`config.mk`:
```
export PLATFORM = sky130hd
export DESIGN_NAME = rom_scan_reader
export DESIGN_NICKNAME = d
export VERILOG_FILES = /design/src/rtl/rom_scan_reader_pkg.sv /design/src/rtl/rom_scan_reader.sv
export SDC_FILE = /design/constraint.sdc
export NUM_CORES = 1
export LEC_CHECK = 0
export CAP_MARGIN = 40
export CORE_MARGIN = 2
export CORE_UTILIZATION = 45
export DETAILED_ROUTE_END_ITERATION = 8
export MAX_ROUTING_LAYER = met4
export PLACE_DENSITY = 0.81
export SLEW_MARGIN = 25
export SYNTH_ARGS = -nofsm -noshare
export SYNTH_HDL_FRONTEND = slang
export SYNTH_SLANG_ARGS = --single-unit
```
`constraint.sdc`:
```
create_clock -name clk -period 1.6 [get_ports clk]
set_input_delay 0.16 -clock clk [delete_from_list [all_inputs] [get_ports clk]]
set_output_delay 0.16 -clock clk [all_outputs]
set_load 0.03 [all_outputs]
```
`src/rtl/rom_scan_reader_pkg.sv`:
```
// Shared types and constants for the ROM scan reader.
package rom_scan_reader_pkg;

   localparam int unsigned ROM_DEPTH  = 8;
   localparam int unsigned ROM_DATA_W = 4;
   localparam int unsigned ROM_ADDR_W = 8;

   typedef enum logic [1:0] {
      IDLE = 2'd0,
      READ = 2'd1,
      HOLD = 2'd2,
      DONE = 2'd3
   } state_e;

   // Advance a table pointer by one, wrapping at depth.
   function automatic int unsigned ptr_inc(input int unsigned ptr, input int unsigned depth);
      return (ptr + 32'd1 >= depth) ? 32'd0 : ptr + 32'd1;
   endfunction

endpackage

```
`src/rtl/rom_scan_reader.sv`:
```
// Walks a wrapping address window of a combinational ROM and streams the words out.
// Optional running sum of accepted words: define ROM_SCAN_SUM_EN.
module rom_scan_reader
   import rom_scan_reader_pkg::*;
#(
   parameter int unsigned ADDR_W = ROM_ADDR_W,
   parameter int unsigned DATA_W = ROM_DATA_W,
   parameter int unsigned DEPTH  = ROM_DEPTH,
   parameter int unsigned LEN_W  = 4
) (
   input  logic              clk,
   input  logic              rst_n,
   input  logic              start,
   input  logic [ADDR_W-1:0] base,
   input  logic [LEN_W-1:0]  len,
   output logic [ADDR_W-1:0] rom_addr,
   input  logic [DATA_W-1:0] rom_data,
   output logic [DATA_W-1:0] out_data,
   output logic [LEN_W-1:0]  out_idx,
   output logic              out_valid,
   input  logic              out_ready,
   output logic              busy,
   output logic              done
`ifdef ROM_SCAN_SUM_EN
   ,
   output logic [DATA_W+LEN_W-1:0] sum
`endif
);

   localparam int unsigned PTR_W = (DEPTH > 1) ? $clog2(DEPTH) : 1;
   localparam int unsigned SUM_W = DATA_W + LEN_W;

   state_e              state_q, state_d;
   logic [PTR_W-1:0]    ptr_q, ptr_d;
   logic [LEN_W-1:0]    cnt_q, cnt_d;
   logic [LEN_W-1:0]    tgt_q, tgt_d;
   logic [ADDR_W-1:0]   rom_addr_q, rom_addr_d;
   logic [DATA_W-1:0]   out_data_q, out_data_d;
   logic [LEN_W-1:0]    out_idx_q, out_idx_d;
   logic                out_valid_q, out_valid_d;
   logic                busy_q, busy_d;
   logic                done_q, done_d;
`ifdef ROM_SCAN_SUM_EN
   logic [SUM_W-1:0]    sum_q, sum_d;
`endif

   logic [LEN_W-1:0]    len_clamp;
   logic [LEN_W-1:0]    cnt_inc;
   logic                hs;

   assign len_clamp = (32'(len) > DEPTH) ? LEN_W'(DEPTH) : len;
   assign cnt_inc   = cnt_q + LEN_W'(1);
   assign hs        = (state_q == HOLD) && out_valid_q && out_ready;

   // State and datapath registers.
   always_ff @(posedge clk) begin
      if (!rst_n) begin
         state_q     <= IDLE;
         ptr_q       <= '0;
         cnt_q       <= '0;
         tgt_q       <= '0;
         rom_addr_q  <= '0;
         out_data_q  <= '0;
         out_idx_q   <= '0;
         out_valid_q <= 1'b0;
         busy_q      <= 1'b0;
         done_q      <= 1'b0;
`ifdef ROM_SCAN_SUM_EN
         sum_q       <= '0;
`endif
      end else begin
         state_q     <= state_d;
         ptr_q       <= ptr_d;
         cnt_q       <= cnt_d;
         tgt_q       <= tgt_d;
         rom_addr_q  <= rom_addr_d;
         out_data_q  <= out_data_d;
         out_idx_q   <= out_idx_d;
         out_valid_q <= out_valid_d;
         busy_q      <= busy_d;
         done_q      <= done_d;
`ifdef ROM_SCAN_SUM_EN
         sum_q       <= sum_d;
`endif
      end
   end

   // Next-state logic.
   always_comb begin
      state_d = state_q;
      case (state_q)
         IDLE: if (start) state_d = (len_clamp == '0) ? DONE : READ;
         READ: state_d = HOLD;
         HOLD: if (hs) state_d = (cnt_inc == tgt_q) ? DONE : READ;
         DONE: state_d = IDLE;
         default: state_d = IDLE;
      endcase
   end

   // Datapath and registered-output next values.
   always_comb begin
      ptr_d       = ptr_q;
      cnt_d       = cnt_q;
      tgt_d       = tgt_q;
      rom_addr_d  = rom_addr_q;
      out_data_d  = out_data_q;
      out_idx_d   = out_idx_q;
      out_valid_d = out_valid_q;
      busy_d      = (state_d != IDLE);
      done_d      = (state_d == DONE);
`ifdef ROM_SCAN_SUM_EN
      sum_d       = sum_q;
`endif
      case (state_q)
         IDLE: begin
            if (start) begin
               ptr_d      = PTR_W'(32'(base) % DEPTH);
               tgt_d      = len_clamp;
               cnt_d      = '0;
               rom_addr_d = ADDR_W'(ptr_d);
`ifdef ROM_SCAN_SUM_EN
               sum_d      = '0;
`endif
            end
         end
         READ: begin
            out_data_d  = rom_data;
            out_idx_d   = cnt_q;
            out_valid_d = 1'b1;
         end
         HOLD: begin
            if (hs) begin
               out_valid_d = 1'b0;
               cnt_d       = cnt_inc;
               ptr_d       = PTR_W'(ptr_inc(32'(ptr_q), DEPTH));
               rom_addr_d  = ADDR_W'(ptr_d);
`ifdef ROM_SCAN_SUM_EN
               sum_d       = sum_q + SUM_W'(out_data_q);
`endif
            end
         end
         default: ;
      endcase
   end

   assign rom_addr  = rom_addr_q;
   assign out_data  = out_data_q;
   assign out_idx   = out_idx_q;
   assign out_valid = out_valid_q;
   assign busy      = busy_q;
   assign done      = done_q;
`ifdef ROM_SCAN_SUM_EN
   assign sum       = sum_q;
`endif

endmodule

```
==> metrics.yaml <==
core_um2: 2477
grt_pass1_vias: 820
drive_above_1_share: 0.1220
synth_mux_area_frac: 0
async_flop_share: 0
switching_share: 0.2920
slowest_delay_ns: 0.67
cts_buffers: 3
postPlaceCellArea_um2: 1473
drt.antenna.violating_nets: 0
max_cap_viol_count: 0
clk_latency_ns: 0.32
worst_ir_drop_vdd_mv: 0.6043
ios: 39
htree_levels: 1
dpl.hpwl_mm: 1.852
power_density_nw_per_um2: 837.3
cp_max_fo: 3
grt_usage: 0.1717
root_buffer: "clkbuf_4"
wl_mm: 2.383
r2r_cells: 4
final_area_um2: 1508
synthFlopType: "dfxtp_1"
rsz0062_at_grt: "no"
synth-xor-area-share: 0.04473
die_w_um: 55.10
fin_skew_ns: 0.003009
port_buffers: 28
slew_violations: 0
clockBufferDepth: 2
endpoint_kind: "output port"
die_h_um: 55.10
cts_sinks: 24
vias_per_cell: 5.196
gp_congestion: 0.8361
nNetsFinal: 187
grt_pass1_wl_mm: 3.698
final-hold-violation-count: 0
r2r_end: "done"
seq_power_share: 0.524
netlist_area_um2: 1175
fmax_ghz: 0.6529
drc_errors: 0
num_vias: 1008
power_uw: 1262
yosys.area_share.simple: 0.2993
yosys-top-cells-area: "dfxtp_1 41%, nand2_1 9.6%, a21oi_1 4.3%"
antenna_cells: 0
grt_start_max_net_pins: 14
r2r_slack_ns: 0.20
synth_warnings: 0
yosys.area_share.adder: 0.02130
hold_path_class: "input port to register"
crit_required_ns: 1.44
clkPwrFrac: 0.258
power_frac_comb: 0.218
fillCellCount: 210
min_path_cells: 3
path_clk_slew_ns: 0.13
cpLargestDelayFamily: "buffers and inverters"
antenna_found_initial: 0
die_area_um2: 3035
first_pass_iters: 4
drtIter0Drc: 16
synth_compound_gate_area_share: 0.1576
post_cts_buffers: 0
crit_path_start: "rom_addr[2]"
power.leakage_uw: 0.0005997
cts_tree: "done"
synth_top_area_frac: 0.4089
cp_slowest_cell: "clkdlybuf4s50_1"
worstSetupStartpointType: "register"
synth_seq_area_share: 0.4089
rr_startpoint: "state_q[0]"
grt_overflow_total: 0
finalCritPeriodShare: 0.9573
yosys.cell_count.top_type: "nand2_1"
rows: 18
setup_viol: 0
p_int_uw: 893.7
yosysTopAreaCell: "dfxtp_1"
hold_buffers: 0
yosysUniqueCellTypes: 39
synth-edff-count: 0
synth_top_family_by_area: "simple AND/OR/NAND/NOR gates"
cp-endpoint: "rom_addr[2]"
syn_area_per_cell_um2: 8.834
critical_path_class: "register to output port"
finalSetupTns_ns: 0
multi_input_area_um2: 633.1
status: "finished clean"
synth_commonest_cells: "30 x nand2_1, 24 x dfxtp_1, 10 x a21oi_1"
area_growth_pct: 28.33
crit_cells: 1
start_util: 0.4742
synth_cells: 133
wl_per_cell_um: 12.28
regArea_um2: 483.0
switchingPower_uw: 368.7
period_minus_slack_ns: 1.532
yosys_register_bits: 24
path_cells: "clkdlybuf4s50_1"
worst-path-buf-inv: 1
critPathArrivalTime_ns: 1.37
cell families (layout without fill, tap and decap cells):
family | count (synthesis) | after routing
XOR/XNOR | 6 | 6
buffers and inverters | 11 | 38
AND/OR/NAND/NOR | 63 | 63
flip-flops | 24 | 24
other | 1 | 5
adder cells (fa/ha/maj) | 2 | 2
AO/OA/AOI/OAI | 26 | 26
per-stage QoR:
stage               cells  setup slack [ns]    util  hold WS, ns
finish                194           0.06840  0.6086       0.3778
floorplan             137            0.2191       -       0.2960
global placement      190           0.06311  0.5944       0.4408
global route          194           0.01307  0.6086       0.3793
detailed placement    190           0.03756  0.5944       0.4492
CTS                   194           0.05699  0.6076       0.3816
placed cells by master, fill, tap and decap left out, types with 5 or more instances in the layout:
master | netlist | routed
nor2b_1 | 5 | 5
conb_1 | 1 | 5
nor2_1 | 9 | 9
a21boi_0 | 5 | 5
buf_4 | 5 | 5
clkdlybuf4s50_1 | 0 | 25
dfxtp_1 | 24 | 22
a21oi_1 | 10 | 10
nand2_1 | 30 | 30
cell type report:
cell class | instances | share of cell area
flip-flops and latches | 24 | 0.3203
clock buffers | 4 | 0.02407
repair buffers | 33 | 0.2083
inverters | 1 | 0.002490
well taps | 30 | 0.02490
multi-input cells | 102 | 0.4199
tightest hold or removal path, cell delays in order:
cell and delay [ns]:
clkdlybuf4s50_1 0.40, nand2_1 0.06, a21oi_1 0.05
per-layer routing:
layer	up-vias	global-route usage	wire [µm]
met4	0	0.04878	30
met2	31	0.2917	1169
met3	3	0.008065	110
li1	505	-	-
met5	-	-	0
met1	469	0.2220	1072
flip-flops by register name, indices dropped and copies added (netlist names):
signal and flops:
cnt_q 4, out_data 4, out_idx 4, tgt_q 4, rom_addr 3, state_q 2
busy 1, done 1, out_valid 1
worst min-delay path by stage:
| stage | startpoint | end | slack, ns |
|---|---|---|---|
| global placement | out_idx[2] | out_idx[2] | 0.44 |
| finish | rom_data[0] | out_data[0] | 0.38 |
| global route | rom_data[0] | out_data[0] | 0.38 |
| CTS | rom_data[0] | out_data[0] | 0.38 |
| floorplan | rom_data[0] | out_data[0] | 0.30 |
| detailed placement | out_idx[1] | out_idx[1] | 0.45 |
power by group through the flow:
| stage | sequential, µW | combinational [µW] | clock (µW) |
|---|---|---|---|
| after floorplan | 698 | 162 | 0 |
| after global placement | 671 | 274 | 0 |
| after detailed placement | 674 | 281 | 0 |
| after CTS | 661 | 276 | 332 |
| after global routing | 667 | 296 | 353 |
| final | 662 | 275 | 325 |
what timing repair did:
| action | 4_1_cts | 5_1_grt |
|---|---|---|
| gates resized for setup | 3 | 2 |
| setup endpoints to repair | 3 | 3 |
| cloned | 0 | 0 |
No activity file was read; power rests on OpenSTA's default activity.
